--- src/rtl/ysyx_22040228_div_issue_pkg.sv ---
// Shared definitions for the divide-issue slice: opcode codes, issue FSM encodings,
// the watchdog default and opcode classification.
package ysyx_22040228_div_issue_pkg;

    localparam logic [7:0] INST_DIV   = 8'h40;
    localparam logic [7:0] INST_DIVU  = 8'h41;
    localparam logic [7:0] INST_DIVW  = 8'h42;
    localparam logic [7:0] INST_DIVUW = 8'h43;
    localparam logic [7:0] INST_REM   = 8'h44;
    localparam logic [7:0] INST_REMU  = 8'h45;
    localparam logic [7:0] INST_REMW  = 8'h46;
    localparam logic [7:0] INST_REMUW = 8'h47;

    localparam logic [2:0] ysyx22040228_DIVQ_IDLE  = 3'd0;
    localparam logic [2:0] ysyx22040228_DIVQ_FAST  = 3'd1;
    localparam logic [2:0] ysyx22040228_DIVQ_ISSUE = 3'd2;
    localparam logic [2:0] ysyx22040228_DIVQ_WAIT  = 3'd3;
    localparam logic [2:0] ysyx22040228_DIVQ_DONE  = 3'd4;
    localparam logic [2:0] ysyx22040228_DIVQ_DRAIN = 3'd5;

    localparam int ysyx22040228_DIVQ_TIMEOUT = 80;

    typedef struct packed {
        logic is_div;
        logic is_word;
        logic is_signed;
        logic is_rem;
    } div_kind_t;

    function automatic div_kind_t decode_div(input logic [7:0] op);
        div_kind_t k;
        k.is_div    = op inside {INST_DIV, INST_DIVU, INST_DIVW, INST_DIVUW,
                                 INST_REM, INST_REMU, INST_REMW, INST_REMUW};
        k.is_word   = op inside {INST_DIVW, INST_DIVUW, INST_REMW, INST_REMUW};
        k.is_signed = op inside {INST_DIV, INST_DIVW, INST_REM, INST_REMW};
        k.is_rem    = op inside {INST_REM, INST_REMU, INST_REMW, INST_REMUW};
        return k;
    endfunction

endpackage

--- src/rtl/ysyx_22040228_div_issue_special.sv ---
// Combinational operand preparation (W-op extension) and detection of the divide
// cases that are answered without the iterative divider.
module ysyx_22040228div_special
    import ysyx_22040228_div_issue_pkg::*;
(
    input  logic [7:0]  opcode,
    input  logic [63:0] src1,
    input  logic [63:0] src2,
    output logic        div_class,
    output logic        is_word,
    output logic [63:0] dividend,
    output logic [63:0] divisor,
    output logic        special,
    output logic [63:0] special_result
);

    div_kind_t kind;
    logic      div_zero;
    logic      overflow;

    always_comb begin
        kind      = decode_div(opcode);
        div_class = kind.is_div;
        is_word   = kind.is_word;

        if (kind.is_word && kind.is_signed) begin
            dividend = {{32{src1[31]}}, src1[31:0]};
            divisor  = {{32{src2[31]}}, src2[31:0]};
        end else if (kind.is_word) begin
            dividend = {32'd0, src1[31:0]};
            divisor  = {32'd0, src2[31:0]};
        end else begin
            dividend = src1;
            divisor  = src2;
        end

        // Overflow is only the most-negative / -1 pair at the operation's own width.
        div_zero = (divisor == 64'd0);
        if (kind.is_word)
            overflow = kind.is_signed && (src1[31:0] == 32'h8000_0000) && (src2[31:0] == 32'hFFFF_FFFF);
        else
            overflow = kind.is_signed && (src1 == 64'h8000_0000_0000_0000) && (src2 == '1);

        special = div_zero | overflow;
        if (div_zero)
            special_result = kind.is_rem ? dividend : '1;
        else if (overflow)
            special_result = kind.is_rem ? 64'd0 : dividend;
        else
            special_result = 64'd0;
    end

endmodule

--- src/rtl/ysyx_22040228_div_issue.sv ---
// Issue/collect controller between the EX stage and a multi-cycle divider, with a
// fast path for trivial cases, flush draining and a sticky watchdog.
module ysyx_22040228_div_issue
    import ysyx_22040228_div_issue_pkg::*;
#(
    parameter int TIMEOUT = ysyx22040228_DIVQ_TIMEOUT
)(
    input  logic        clk,
    input  logic        rst,
    input  logic        ex_valid,
    input  logic [7:0]  ex_opcode,
    input  logic [63:0] ex_src1,
    input  logic [63:0] ex_src2,
    input  logic        ex_flush,
    output logic        ex_stall,
    output logic [63:0] ex_result,
    output logic        ex_result_valid,
    output logic        div_ready,
    output logic [63:0] div_dividend,
    output logic [63:0] div_diviser,
    output logic [7:0]  div_opcode,
    input  logic [63:0] div_rem_data,
    input  logic        div_finish,
    output logic        err_timeout
);

    localparam int WD_W = $clog2(TIMEOUT + 1);

    logic [2:0]      state;
    logic [WD_W-1:0] wd_cnt;
    logic [63:0]     dividend_q;
    logic [63:0]     diviser_q;
    logic [7:0]      opcode_q;
    logic [63:0]     result_q;
    logic            word_q;
    logic            err_q;

    logic            div_class;
    logic            is_word;
    logic [63:0]     prep_dividend;
    logic [63:0]     prep_divisor;
    logic            special;
    logic [63:0]     special_result;
    logic            accept;
    logic            wd_expired;
    logic [63:0]     finish_data;

    ysyx_22040228div_special u_special (
        .opcode         (ex_opcode),
        .src1           (ex_src1),
        .src2           (ex_src2),
        .div_class      (div_class),
        .is_word        (is_word),
        .dividend       (prep_dividend),
        .divisor        (prep_divisor),
        .special        (special),
        .special_result (special_result)
    );

    assign accept      = (state == ysyx22040228_DIVQ_IDLE) & ex_valid & div_class & ~ex_flush;
    assign wd_expired  = (wd_cnt == WD_W'(TIMEOUT - 1));
    assign finish_data = word_q ? {{32{div_rem_data[31]}}, div_rem_data[31:0]} : div_rem_data;

    // The divider operands stay in their registers until the next accept, so they
    // remain stable for the whole divider run and the cycle after its finish.
    always_ff @(posedge clk or posedge rst) begin
        if (rst) begin
            state      <= ysyx22040228_DIVQ_IDLE;
            wd_cnt     <= '0;
            dividend_q <= 64'd0;
            diviser_q  <= 64'd0;
            opcode_q   <= 8'd0;
            result_q   <= 64'd0;
            word_q     <= 1'b0;
            err_q      <= 1'b0;
        end else begin
            case (state)
                ysyx22040228_DIVQ_IDLE: begin
                    if (accept) begin
                        opcode_q   <= ex_opcode;
                        dividend_q <= prep_dividend;
                        diviser_q  <= prep_divisor;
                        word_q     <= is_word;
                        wd_cnt     <= '0;
                        if (special) begin
                            result_q <= special_result;
                            state    <= ysyx22040228_DIVQ_FAST;
                        end else begin
                            state    <= ysyx22040228_DIVQ_ISSUE;
                        end
                    end
                end
                ysyx22040228_DIVQ_FAST:
                    state <= ex_flush ? ysyx22040228_DIVQ_IDLE : ysyx22040228_DIVQ_DONE;
                ysyx22040228_DIVQ_ISSUE:
                    state <= ex_flush ? ysyx22040228_DIVQ_DRAIN : ysyx22040228_DIVQ_WAIT;
                ysyx22040228_DIVQ_WAIT: begin
                    if (div_finish) begin
                        wd_cnt <= '0;
                        if (ex_flush) begin
                            state <= ysyx22040228_DIVQ_IDLE;
                        end else begin
                            result_q <= finish_data;
                            state    <= ysyx22040228_DIVQ_DONE;
                        end
                    end else if (wd_expired) begin
                        err_q    <= 1'b1;
                        wd_cnt   <= '0;
                        result_q <= 64'd0;
                        state    <= ex_flush ? ysyx22040228_DIVQ_IDLE : ysyx22040228_DIVQ_DONE;
                    end else begin
                        wd_cnt <= wd_cnt + 1'b1;
                        if (ex_flush)
                            state <= ysyx22040228_DIVQ_DRAIN;
                    end
                end
                ysyx22040228_DIVQ_DRAIN: begin
                    if (div_finish || wd_expired) begin
                        wd_cnt <= '0;
                        state  <= ysyx22040228_DIVQ_IDLE;
                        if (!div_finish)
                            err_q <= 1'b1;
                    end else begin
                        wd_cnt <= wd_cnt + 1'b1;
                    end
                end
                ysyx22040228_DIVQ_DONE:
                    state <= ysyx22040228_DIVQ_IDLE;
                default:
                    state <= ysyx22040228_DIVQ_IDLE;
            endcase
        end
    end

    assign ex_stall        = ex_valid & div_class & (state != ysyx22040228_DIVQ_DONE);
    assign ex_result_valid = (state == ysyx22040228_DIVQ_DONE) & ~ex_flush;
    assign ex_result       = result_q;
    assign div_ready       = (state == ysyx22040228_DIVQ_ISSUE);
    assign div_dividend    = dividend_q;
    assign div_diviser     = diviser_q;
    assign div_opcode      = opcode_q;
    assign err_timeout     = err_q;

endmodule

--- config.mk ---
export PLATFORM = sky130hd
export DESIGN_NAME = ysyx_22040228_div_issue
export DESIGN_NICKNAME = d
export VERILOG_FILES = /design/src/rtl/ysyx_22040228_div_issue_pkg.sv /design/src/rtl/ysyx_22040228_div_issue_special.sv /design/src/rtl/ysyx_22040228_div_issue.sv
export SDC_FILE = /design/constraint.sdc
export NUM_CORES = 1
export LEC_CHECK = 0
export BUFFER_PORTS_ARGS = -buffer_cell sky130_fd_sc_hd__buf_4
export CORE_ASPECT_RATIO = 0.75
export CORE_MARGIN = 5
export CORE_UTILIZATION = 35
export DETAILED_ROUTE_END_ITERATION = 8
export GPL_TIMING_DRIVEN = 0
export PLACE_DENSITY = 0.71
export SLEW_MARGIN = 20
export SYNTH_ARGS = -nofsm -noshare
export SYNTH_HDL_FRONTEND = slang
export SYNTH_SLANG_ARGS = --single-unit
--- constraint.sdc ---
create_clock -name clk -period 18.3 [get_ports clk]
set_clock_uncertainty 0.2 [all_clocks]
set_input_delay 0.915 -clock clk [delete_from_list [all_inputs] [get_ports clk]]
set_output_delay 0.915 -clock clk [all_outputs]
set_load 0.01 [all_outputs]
==> results of run 1 <==
[cells in the final DEF, fill, tap and decap left out, types with 2 or more instances in the layout]
| master | netlist | layout |
|---|---|---|
| clkbuf_1 | 68 | 73 |
| clkinv_2 | 0 | 3 |
| buf_16 | 0 | 2 |
| a22o_1 | 3 | 3 |
| mux2_2 | 4 | 4 |
| nand4_1 | 16 | 16 |
| nand2_1 | 318 | 318 |
| and4_1 | 2 | 2 |
| buf_6 | 6 | 6 |
| or4_1 | 4 | 4 |
| clkbuf_16 | 0 | 25 |
| bufinv_16 | 0 | 4 |
| mux2_4 | 2 | 2 |
| nor3_1 | 4 | 4 |
| diode_2 | 0 | 2 |
| clkbuf_8 | 0 | 4 |
| mux2_1 | 58 | 58 |
| nor4_1 | 27 | 27 |
| nor2b_1 | 39 | 39 |
| xor2_1 | 2 | 2 |
| nor2_1 | 42 | 42 |
| or4b_1 | 3 | 3 |
| dfrtp_1 | 212 | 212 |
| buf_1 | 4 | 4 |
| inv_1 | 6 | 5 |
| or2_2 | 2 | 2 |
| o21ai_0 | 167 | 167 |
| and3_1 | 4 | 4 |
| buf_4 | 0 | 408 |
| buf_2 | 2 | 2 |
| a21oi_1 | 100 | 100 |
| nand3_1 | 11 | 11 |
| o31ai_1 | 4 | 4 |
| o21ai_1 | 2 | 2 |
[per-stage QoR]
stage                     instances  setup WS (ns)  hold slack [ns]
after global placement         1929           8.80            0.256
after CTS                      1974          14.72            0.234
after detailed placement       1931          14.22            0.254
after floorplan                1136          11.39            0.260
final                          1976          14.75            0.238
after global routing           1976          14.42            0.259
[worst max-delay path, delay by kind of cell]
kind	cells	cell delay, ns
simple gates	4	1.26
compound gates	2	0.76
buf+inv	2	0.48
mux	1	0.32
[state kept, by name (all words and copies together) (netlist names)]
name          count
div_dividend     64
div_diviser      64
ex_result        64
div_opcode        8
wd_cnt            7
state             3
err_timeout       1
word_q            1
[final cells by class]
class                           instances  share of cell area
Tap cell                              385              0.0330
Buffer                                 80              0.0238
Multi-Input combinational cell        838               0.305
Antenna cell                            2            0.000343
Inverter                                6             0.00206
Sequential cell                       212               0.364
Clock inverter                          9              0.0104
Clock buffer                           34              0.0480
Timing Repair Buffer                  410               0.214
[routing by layer]
| metal | vias to the layer above | GRT usage |
|---|---|---|
| li1 | 4761 | - |
| met1 | 4949 | 0.308 |
| met2 | 481 | 0.388 |
| met3 | 84 | 0.0709 |
| met4 | 2 | 0.0826 |
| met5 | - | 0 |
[worst max-delay path by stage]
| stage | from | cells past startpoint | end | slack (ns) |
|---|---|---|---|---|
| finish | ex_opcode[4] | 9 | ex_result[32] | 14.75 |
| global route | ex_opcode[4] | 9 | ex_result[51] | 14.42 |
| CTS | ex_opcode[4] | 9 | ex_result[32] | 14.72 |
| detailed placement | ex_opcode[4] | 9 | ex_result[32] | 14.22 |
| global placement | rst | 2 | div_dividend[43] | 8.80 |
| floorplan | rst | 1 | div_dividend[0] | 11.39 |
[power groups by stage]
stage / clock, mW / combinational [mW] / sequential (mW)
2_1_floorplan: 0 / 0.0500 / 0.554
3_3_place_gp: 0 / 0.192 / 0.539
3_5_place_dp: 0 / 0.198 / 0.540
4_1_cts: 0.534 / 0.198 / 0.532
5_1_grt: 0.551 / 0.215 / 0.537
6_report: 0.521 / 0.197 / 0.533
[cells by family after synthesis]
group / share of synthesized area
AOI/OAI and AO/OA: 0.148
and+or+nand+nor: 0.215
buffers and inverters: 0.0366
adders and majority gates: 0.00124
muxes: 0.0729
xor gates and xnor gates: 0.00173
DFF: 0.524
==> out/metrics.csv, run 1 <==
metric,value,unit
power density over the cells,85.7,nW/um^2
root buffer cell,clkbuf_16,
max-slew violation count,0,
combinational share of power,0.157,
RSZ-0062 raised after global routing,false,
maxcap violations,0,
fin area,14600,sq um
full die area,32500,sq um
Die Y,157,um
Mapped Nets,1342,
H-tree depth,1,
Crit-path slowest cell,a21boi_0,
max_slew headroom,0.483,
Synth Flop Type,dfrtp_1,
"Async S/R FF share, synth",1.00,
register area share after synthesis,0.524,
slew at the pin with the worst max-slew slack,0.775,ns
GPL Wtd Cong,0.920,
Area Overhead vs Synth,44.1,%
most frequent cells after synthesis,"nand2_1 (318), dfrtp_1 (212), o21ai_0 (167), a21oi_1 (100), clkbuf_1 (68)",
metal3 WL,3970,um
HP Class,primary input to async pin,
Initial Util,0.358,
Antenna Nets Post-Route,0,
Worst-path clk slew,0.06,ns
status,finished clean,
top cell type's share of synthesized area,0.524,
Seq cells post-synth,212,
CP Data Required Time,18.48,ns
drt total wl,40400,um
dpl cell area,13700,sq um
clk sinks,212,
Yosys warnings,0,
area occupied by multi-input gates,4450,sq um
I/O pin count,409,
top sig layer,met5,
reg2reg end,ex_result[32],
top post-synthesis cells by area,"dfrtp_1 (52%), nand2_1 (12%), o21ai_0 (8.3%)",
total CTS buffers,24,
Crit Path Max Fanout,10,
HPWL after detailed placement,31600,um
I/O Buffers,408,
cell area after synthesis,10100,sq um
CTS Buffer Depth,3,
P_int,0.928,mW
setup violators final,0,
wire per inst,20.5,um
gr usage total,0.239,
Worst Setup Start Kind,primary input,
metal2 WL,18700,um
DR vias,10300,
Post-CTS Setup Inserts,0,
antenna violations before repair,3,
drt drc,0,
CP Cell Sequence,buf_4 -> nor4b_2 -> nand3_1 -> nand2_1 -> nor3_1 -> a21boi_0 -> clkbuf_1 -> o21ai_0 -> mux2_1,
Reg power frac,0.426,
hold_buf cts,0,
Nets,1778,
Max IR drop VDD,0.0000531,V
Highest Clock Rate,0.282,GHz
Die Wd,206,um
TritonCTS clock tree,yes,
core area,28200,sq um
P_leak,7.51,nW
Crit Path Class,primary input to register,
overall power,1.25,mW
Mapped Cells,1136,
vias in the first global route,10400,
first-pass GRT wire length,60700,um
syn_area_per_cell,8.91,sq um
Starting DRT DRC Count,867,
Post-synth EDFFs,0,
Clock Power Share,0.417,
setup TNS,0,ns
Fin. Hold Viols,0,
switching share of power,0.258,
CP peak stage delay,0.53,ns
M1 WL,16200,um
"Min Clock Period, post-route",3.55,ns
Fill cells,2710,
synth unique cells,51,
Yosys top cell by area,dfrtp_1,
most frequent cell after synthesis,nand2_1,
post-layout util,0.516,
sequential cell area,5310,sq um
P_sw,0.322,mW
clk_lat worst skew,0.51,ns
total grt overflow,0,
drt via density,5.20,
endpoint type of the worst setup path,register,
"reg-to-reg slack, setup",15.18,ns
largest net degree at the start of global routing,83,
ratio of cells with drive above 1 in the final layout,0.298,
row cnt,53,
Pre-antenna DRT Iters,5,
Tcrit/Tclk final,0.194,
Critical Path AT,3.73,ns
PostCTS Resize Cnt,0,
r2r worst-path depth,8,
reg-to-reg startpoint,state[1],
Power figures use the tool's default switching activity.
==> run 2, diff against run 1 <==
Settings changed: ABC_AREA set to 1, PLACE_DENSITY 0.71 to 0.7.
Clock period 18.3 ns to 3.5 ns, I/O delays scaled along.
==> run 2 against run 1 <==
Net effect:
- routed wire length increased by 20%
- combinational power rose to 15 times the previous value
- die area is 7.4% higher
- setup slack lost 15 ns
- synthesized area rose by 7.8%
- core utilization rose by 4.8 points
- total power grew to 7.1 times the previous value
- hold slack got worse by 0.20 ns
- register-to-register slack got worse by 15 ns
- critical path type unchanged
==> out/metrics.csv, run 2 <==
metric,value,unit
most frequent cells after synthesis,"nand2_1 (723), dfrtp_1 (212), nor2_1 (163), o21ai_0 (99), inv_1 (90)",
row cnt,56,
total CTS buffers,24,
ratio of cells with drive above 1 in the final layout,0.224,
Crit Path Max Fanout,10,
CP Cell Sequence,dlygate4sd3_1 -> buf_4 -> nor2_1 -> nand3_1 -> nor2_1 -> nand2_1 -> nor2_1 -> nand3_1 -> nand2_1 -> nand4_1 -> nand2_1 -> buf_4 -> nand2_1 -> nand2_1 -> dlygate4sd3_1 -> nand2_1 -> nand2_1,
DR vias,13100,
Seq cells post-synth,212,
first-pass GRT wire length,74500,um
HP Class,primary input to async pin,
Simple-Gate Fraction of Synth Area,0.358,
Hold WS,0.0362,ns
Antenna Nets Post-Route,0,
RSZ-0062 raised after global routing,false,
Placed Cells,2377,
Finished Layout Cells,2631,
setup violators final,0,
I/O Buffers,408,
Mapped Cells,1556,
TritonCTS clock tree,yes,
r2r worst-path depth,11,
Worst path most repeated cell,nand2_1,
HPWL after detailed placement,35200,um
full die area,34900,sq um
clk_lat worst skew,0.53,ns
vias in the first global route,12800,
top cell type's share of synthesized area,0.486,
I/O pin count,409,
Starting DRT DRC Count,1297,
Area Overhead vs Synth,60.6,%
core area,31000,sq um
P_leak,9.51,nW
Die Y,163,um
Die Wd,214,um
Crit-path slowest cell,dlygate4sd3_1,
endpoint type of the worst setup path,register,
gate family responsible for the most delay along the worst path,simple AND/OR/NAND/NOR gates,
Highest Clock Rate,0.302,GHz
Pre-antenna DRT Iters,6,
Fin. Hold Viols,0,
maxcap violations,0,
dpl cell area,14600,sq um
Crit Path Class,primary input to register,
largest family of logic cells by synthesized area,simple AND/OR/NAND/NOR gates,
CP Data Required Time,3.76,ns
Nets,2411,
Worst path depth,17,
top post-synthesis cells by area,"dfrtp_1 (49%), nand2_1 (25%), nor2_1 (5.6%)",
CTS Buffer Depth,3,
post-synthesis xor/xnor area fraction,0.000802,
"commonest non-fill, non-tap cell in the layout",nand2_1,
Max IR drop VDD,0.000367,V
"Async S/R FF share, synth",1.00,
max_slew headroom,0.542,
root buffer cell,clkbuf_16,
drt total wl,48600,um
Post-CTS Setup Inserts,0,
drt drc,0,
Synth Flop Type,dfrtp_1,
setup TNS,0,ns
syn_area_per_cell,7.01,sq um
"Min Clock Period, post-route",3.31,ns
largest net degree at the start of global routing,35,
clk sinks,212,
GPL Wtd Cong,0.917,
Worst Setup Start Kind,primary input,
Critical Path AT,3.57,ns
post-synthesis adder-cell area fraction,0.00115,
status,finished clean,
antenna violations before repair,2,
slew at the pin with the worst max-slew slack,0.688,ns
power density over the cells,503,nW/um^2
gr usage total,0.266,
post-synthesis mux area share,0,
Mapped Nets,1762,
"reg-to-reg slack, setup",0.34,ns
drt via density,4.99,
CP peak stage delay,0.56,ns
max-slew violation count,0,
Yosys warnings,0,
register area share after synthesis,0.486,
fin area,17500,sq um
H-tree depth,1,
cell area after synthesis,10900,sq um
synth unique cells,34,
most frequent cell after synthesis,nand2_1,
Yosys top cell by area,dfrtp_1,
Initial Util,0.352,
overall power,8.82,mW
Tcrit/Tclk final,0.945,
Post-synth EDFFs,0,
"commonest non-fill, non-tap cells in the layout","nand2_1 (723), buf_4 (412), dfrtp_1 (212)",
wire per inst,18.5,um
total grt overflow,0,
WP buf/inv,4,
post-synthesis compound-gate area fraction,0.0871,
Worst-path clk slew,0.06,ns
[run 2: cells by family after synthesis]
family                     Yosys count
xor gates and xnor gates             1
DFF                                212
adders and majority gates            1
buffers and inverters              182
AOI/OAI and AO/OA                  178
and+or+nand+nor                    982
[run 2: tightest hold or removal path, cell delays in order]
cell	delay (ns)
dlygate4sd3_1	0.54
buf_4	0.14
clkinvlp_4	0.33
[run 2: path summary, 6_finish.rpt]
| check | startpoint | to |
|---|---|---|
| worst max-delay path | ex_src1[16] | ex_result[31] |
| worst min-delay path | rst | ex_result[11] |
| worst max register to register | state[0] | ex_result[1] |
| worst min register to register | div_opcode[6] | div_opcode[6] |
| max in group asynchronous | rst | div_dividend[63] |
| min in group clk | ex_opcode[4] | div_diviser[55] |
[run 2: area by class of cell]
type / instances / area [sq um]
timing repair buffer: 623 / 5290
multi-input combinational: 1162 / 4870
buffer: 86 / 374
clock buffer: 38 / 754
fill: 2832 / 13500
antenna: 3 / 7.51
inverter: 96 / 364
clock inverter: 5 / 53.8
tap: 406 / 508
sequential: 212 / 5310
[run 2: through the flow]
stage / setup WS (ns) / util
after floorplan: 0.369 / -
after global placement: -1.15 / 0.467
after detailed placement: 0.431 / 0.471
after CTS: 0.361 / 0.564
after global routing: 0.0970 / 0.565
final: 0.191 / 0.565
[run 2: repair_timing]
| action | in CTS | in global routing |
|---|---|---|
| gates resized for setup | 0 | 0 |
| hold buffers | 208 | 0 |
| endpoints found under the hold margin | 306 | 0 |
[run 2: metal layers]
metal | global-route usage | share of wire | wire, um | vias up
li1 | - | - | - | 6192
met1 | 0.360 | 0.42 | 20600 | 6169
met2 | 0.433 | 0.46 | 22300 | 645
met3 | 0.0559 | 0.082 | 4000 | 126
met4 | 0.0849 | 0.034 | 1670 | 0
met5 | 0 | 0 | 0 | -
[run 2: power breakdown]
part	total [mW]	internal, mW	switching [mW]	leakage [nW]
Combinational	2.93	1.32	1.61	6.27
Clock	2.63	1.55	1.09	0.402
Sequential	3.26	2.94	0.315	2.84
==> run 3, diff against run 2 <==
Settings changed: ABC_AREA 1 to unset, HOLD_SLACK_MARGIN set to 0.05, PLACE_DENSITY 0.7 to 0.71.
==> run 3 against run 2 <==
Net effect:
- largest power group unchanged
- non-clock buffer count down 14
- sequential share of layout area up 1.6 points
- via count down 13%
- sequential power down 14%
- setup slack worse by 0.092 ns
- cell area down 4.9%
- combinational power down 57%
- flip-flop and latch count unchanged
- hold slack better by 0.024 ns
- critical path depth down 7
- critical endpoint is now ex_result[50]
- die area down 6.9%
- total power down 24%
==> out/metrics.csv, run 3 (synthesized netlist as in run 1, its figures left out) <==
metric,value,unit
Crit-path slowest cell,or4b_2,
total grt overflow,0,
clk sinks,212,
area occupied by multi-input gates,4450,sq um
HPWL after detailed placement,32000,um
Crit Path Max Fanout,10,
Fin. Hold Viols,0,
Worst-path clk slew,0.06,ns
vias in the first global route,12000,
wire per inst,20.5,um
Crit Path Class,primary input to register,
pre-CTS setup slack,0.110,ns
setup violators final,0,
maxcap violations,0,
clk_lat worst skew,0.51,ns
I/O Buffers,408,
PnR worst setup slack,0.0993,ns
"commonest non-fill, non-tap cells in the layout","buf_4 (408), nand2_1 (318), dfrtp_1 (212)",
P_leak,8.38,nW
gate family responsible for the most delay along the worst path,simple AND/OR/NAND/NOR gates,
core area,28200,sq um
setup TNS,0,ns
"commonest non-fill, non-tap cell in the layout",buf_4,
post-layout util,0.590,
Pre-antenna DRT Iters,6,
CP Cell Sequence,dlygate4sd3_1 -> buf_4 -> or4b_2 -> nor4_1 -> nand3_1 -> o21ai_1 -> a21boi_0 -> clkbuf_1 -> o21ai_0 -> mux2_1,
max_slew headroom,0.492,
Area Overhead vs Synth,64.7,%
GPL Wtd Cong,0.956,
Worst Setup Start Kind,primary input,
Max IR drop VDD,0.000308,V
row cnt,53,
Critical Path AT,3.63,ns
RSZ-0062 raised after global routing,false,
HP Class,primary input to async pin,
total CTS buffers,24,
ratio of cells with drive above 1 in the final layout,0.269,
H-tree depth,1,
first-pass GRT wire length,68100,um
Starting DRT DRC Count,792,
root buffer cell,clkbuf_16,
slew at the pin with the worst max-slew slack,0.762,ns
max-slew violation count,0,
sequential cell area,5310,sq um
I/O pin count,409,
endpoint type of the worst setup path,register,
Initial Util,0.358,
largest net degree at the start of global routing,33,
drt drc,0,
DR vias,11500,
status,finished clean,
TritonCTS clock tree,yes,
full die area,32500,sq um
drt via density,5.25,
Nets,1983,
fin area,16700,sq um
Tcrit/Tclk final,0.972,
antenna violations before repair,7,
CP peak stage delay,0.66,ns
CTS Buffer Depth,3,
Die Wd,206,um
dpl cell area,13800,sq um
CP Data Required Time,3.73,ns
WP buf/inv,3,
Post-CTS Setup Inserts,0,
Die Y,157,um
Antenna Nets Post-Route,0,
drt total wl,44800,um
Fill cells,2396,
"Min Clock Period, post-route",3.40,ns
power density over the cells,401,nW/um^2
Highest Clock Rate,0.294,GHz
gr usage total,0.267,
overall power,6.68,mW
## run 3: changes by cell type in the layout (fill, tap and decap cells not counted), moves of 13 or more
cell and change:
inv_1 -84, nor2b_1 +39, clkbuf_1 +18, nor2_1 -121
o21ai_0 +68, mux2_1 +58, nor4_1 +26, a31oi_1 -35
nand3_1 -41, a21oi_1 +68, nand2_1 -405, nand4_1 -13
buf_2 -21
## run 3: what timing repair did
item,4_1_cts,5_1_grt
hold buffers,200,0
endpoints found under the hold margin,277,0
resized for setup,0,0
## run 3: power breakdown
| part | internal [mW] | leakage, nW | switching, mW |
|---|---|---|---|
| clock | 1.60 | 0.417 | 1.05 |
| combinational | 0.667 | 5.08 | 0.585 |
| sequential | 2.65 | 2.88 | 0.133 |
| total | 4.92 | 8.38 | 1.77 |
## run 3: worst register-to-register path, stage by stage (launching register included)
cell      delay [ns]
dfrtp_1         0.32
clkbuf_1        0.32
and2b_1         0.27
nand2_1         0.09
nand3_1         0.29
a21boi_0        0.62
clkbuf_1        0.42
o21ai_0         0.24
mux2_1          0.35
## run 3: layer usage
metal,part of all wire,vias up,track usage
li1,-,5182,-
met1,0.39,5457,0.334
met2,0.46,682,0.433
met3,0.090,162,0.0715
met4,0.053,0,0.128
met5,0,-,0
## run 3: final timing paths
check                                         to    startpoint  slack [ns]  depth (start not counted)
worst max-delay path               ex_result[50]   ex_src1[37]         0.1                         10
worst min register to register       err_timeout   err_timeout        0.27                          2
worst min-delay path             div_diviser[10]           rst        0.06                          3
max in group asynchronous       div_dividend[30]           rst        1.79                          7
min in group clk                        state[1]  ex_opcode[4]        0.19                          7
worst max register to register     ex_result[50]      state[1]        0.26                          8
## run 3: area by class of cell
class,instances,area share
flip-flops and latches,212,0.318
repair buffers,615,0.313
multi-input cells,838,0.267
clock buffers,34,0.0438
well taps,385,0.0289
plain buffers,80,0.0209
clock inverters,10,0.00615
inverters,6,0.00158
diodes,7,0.00105
## run 3: through the flow
step / hold WS (ns) / instances
CTS: 0.0587 / 2180
global route: 0.103 / 2187
floorplan: 0.0708 / 1136
global placement: 0.185 / 1929
detailed placement: 0.0564 / 1936
finish: 0.0605 / 2187
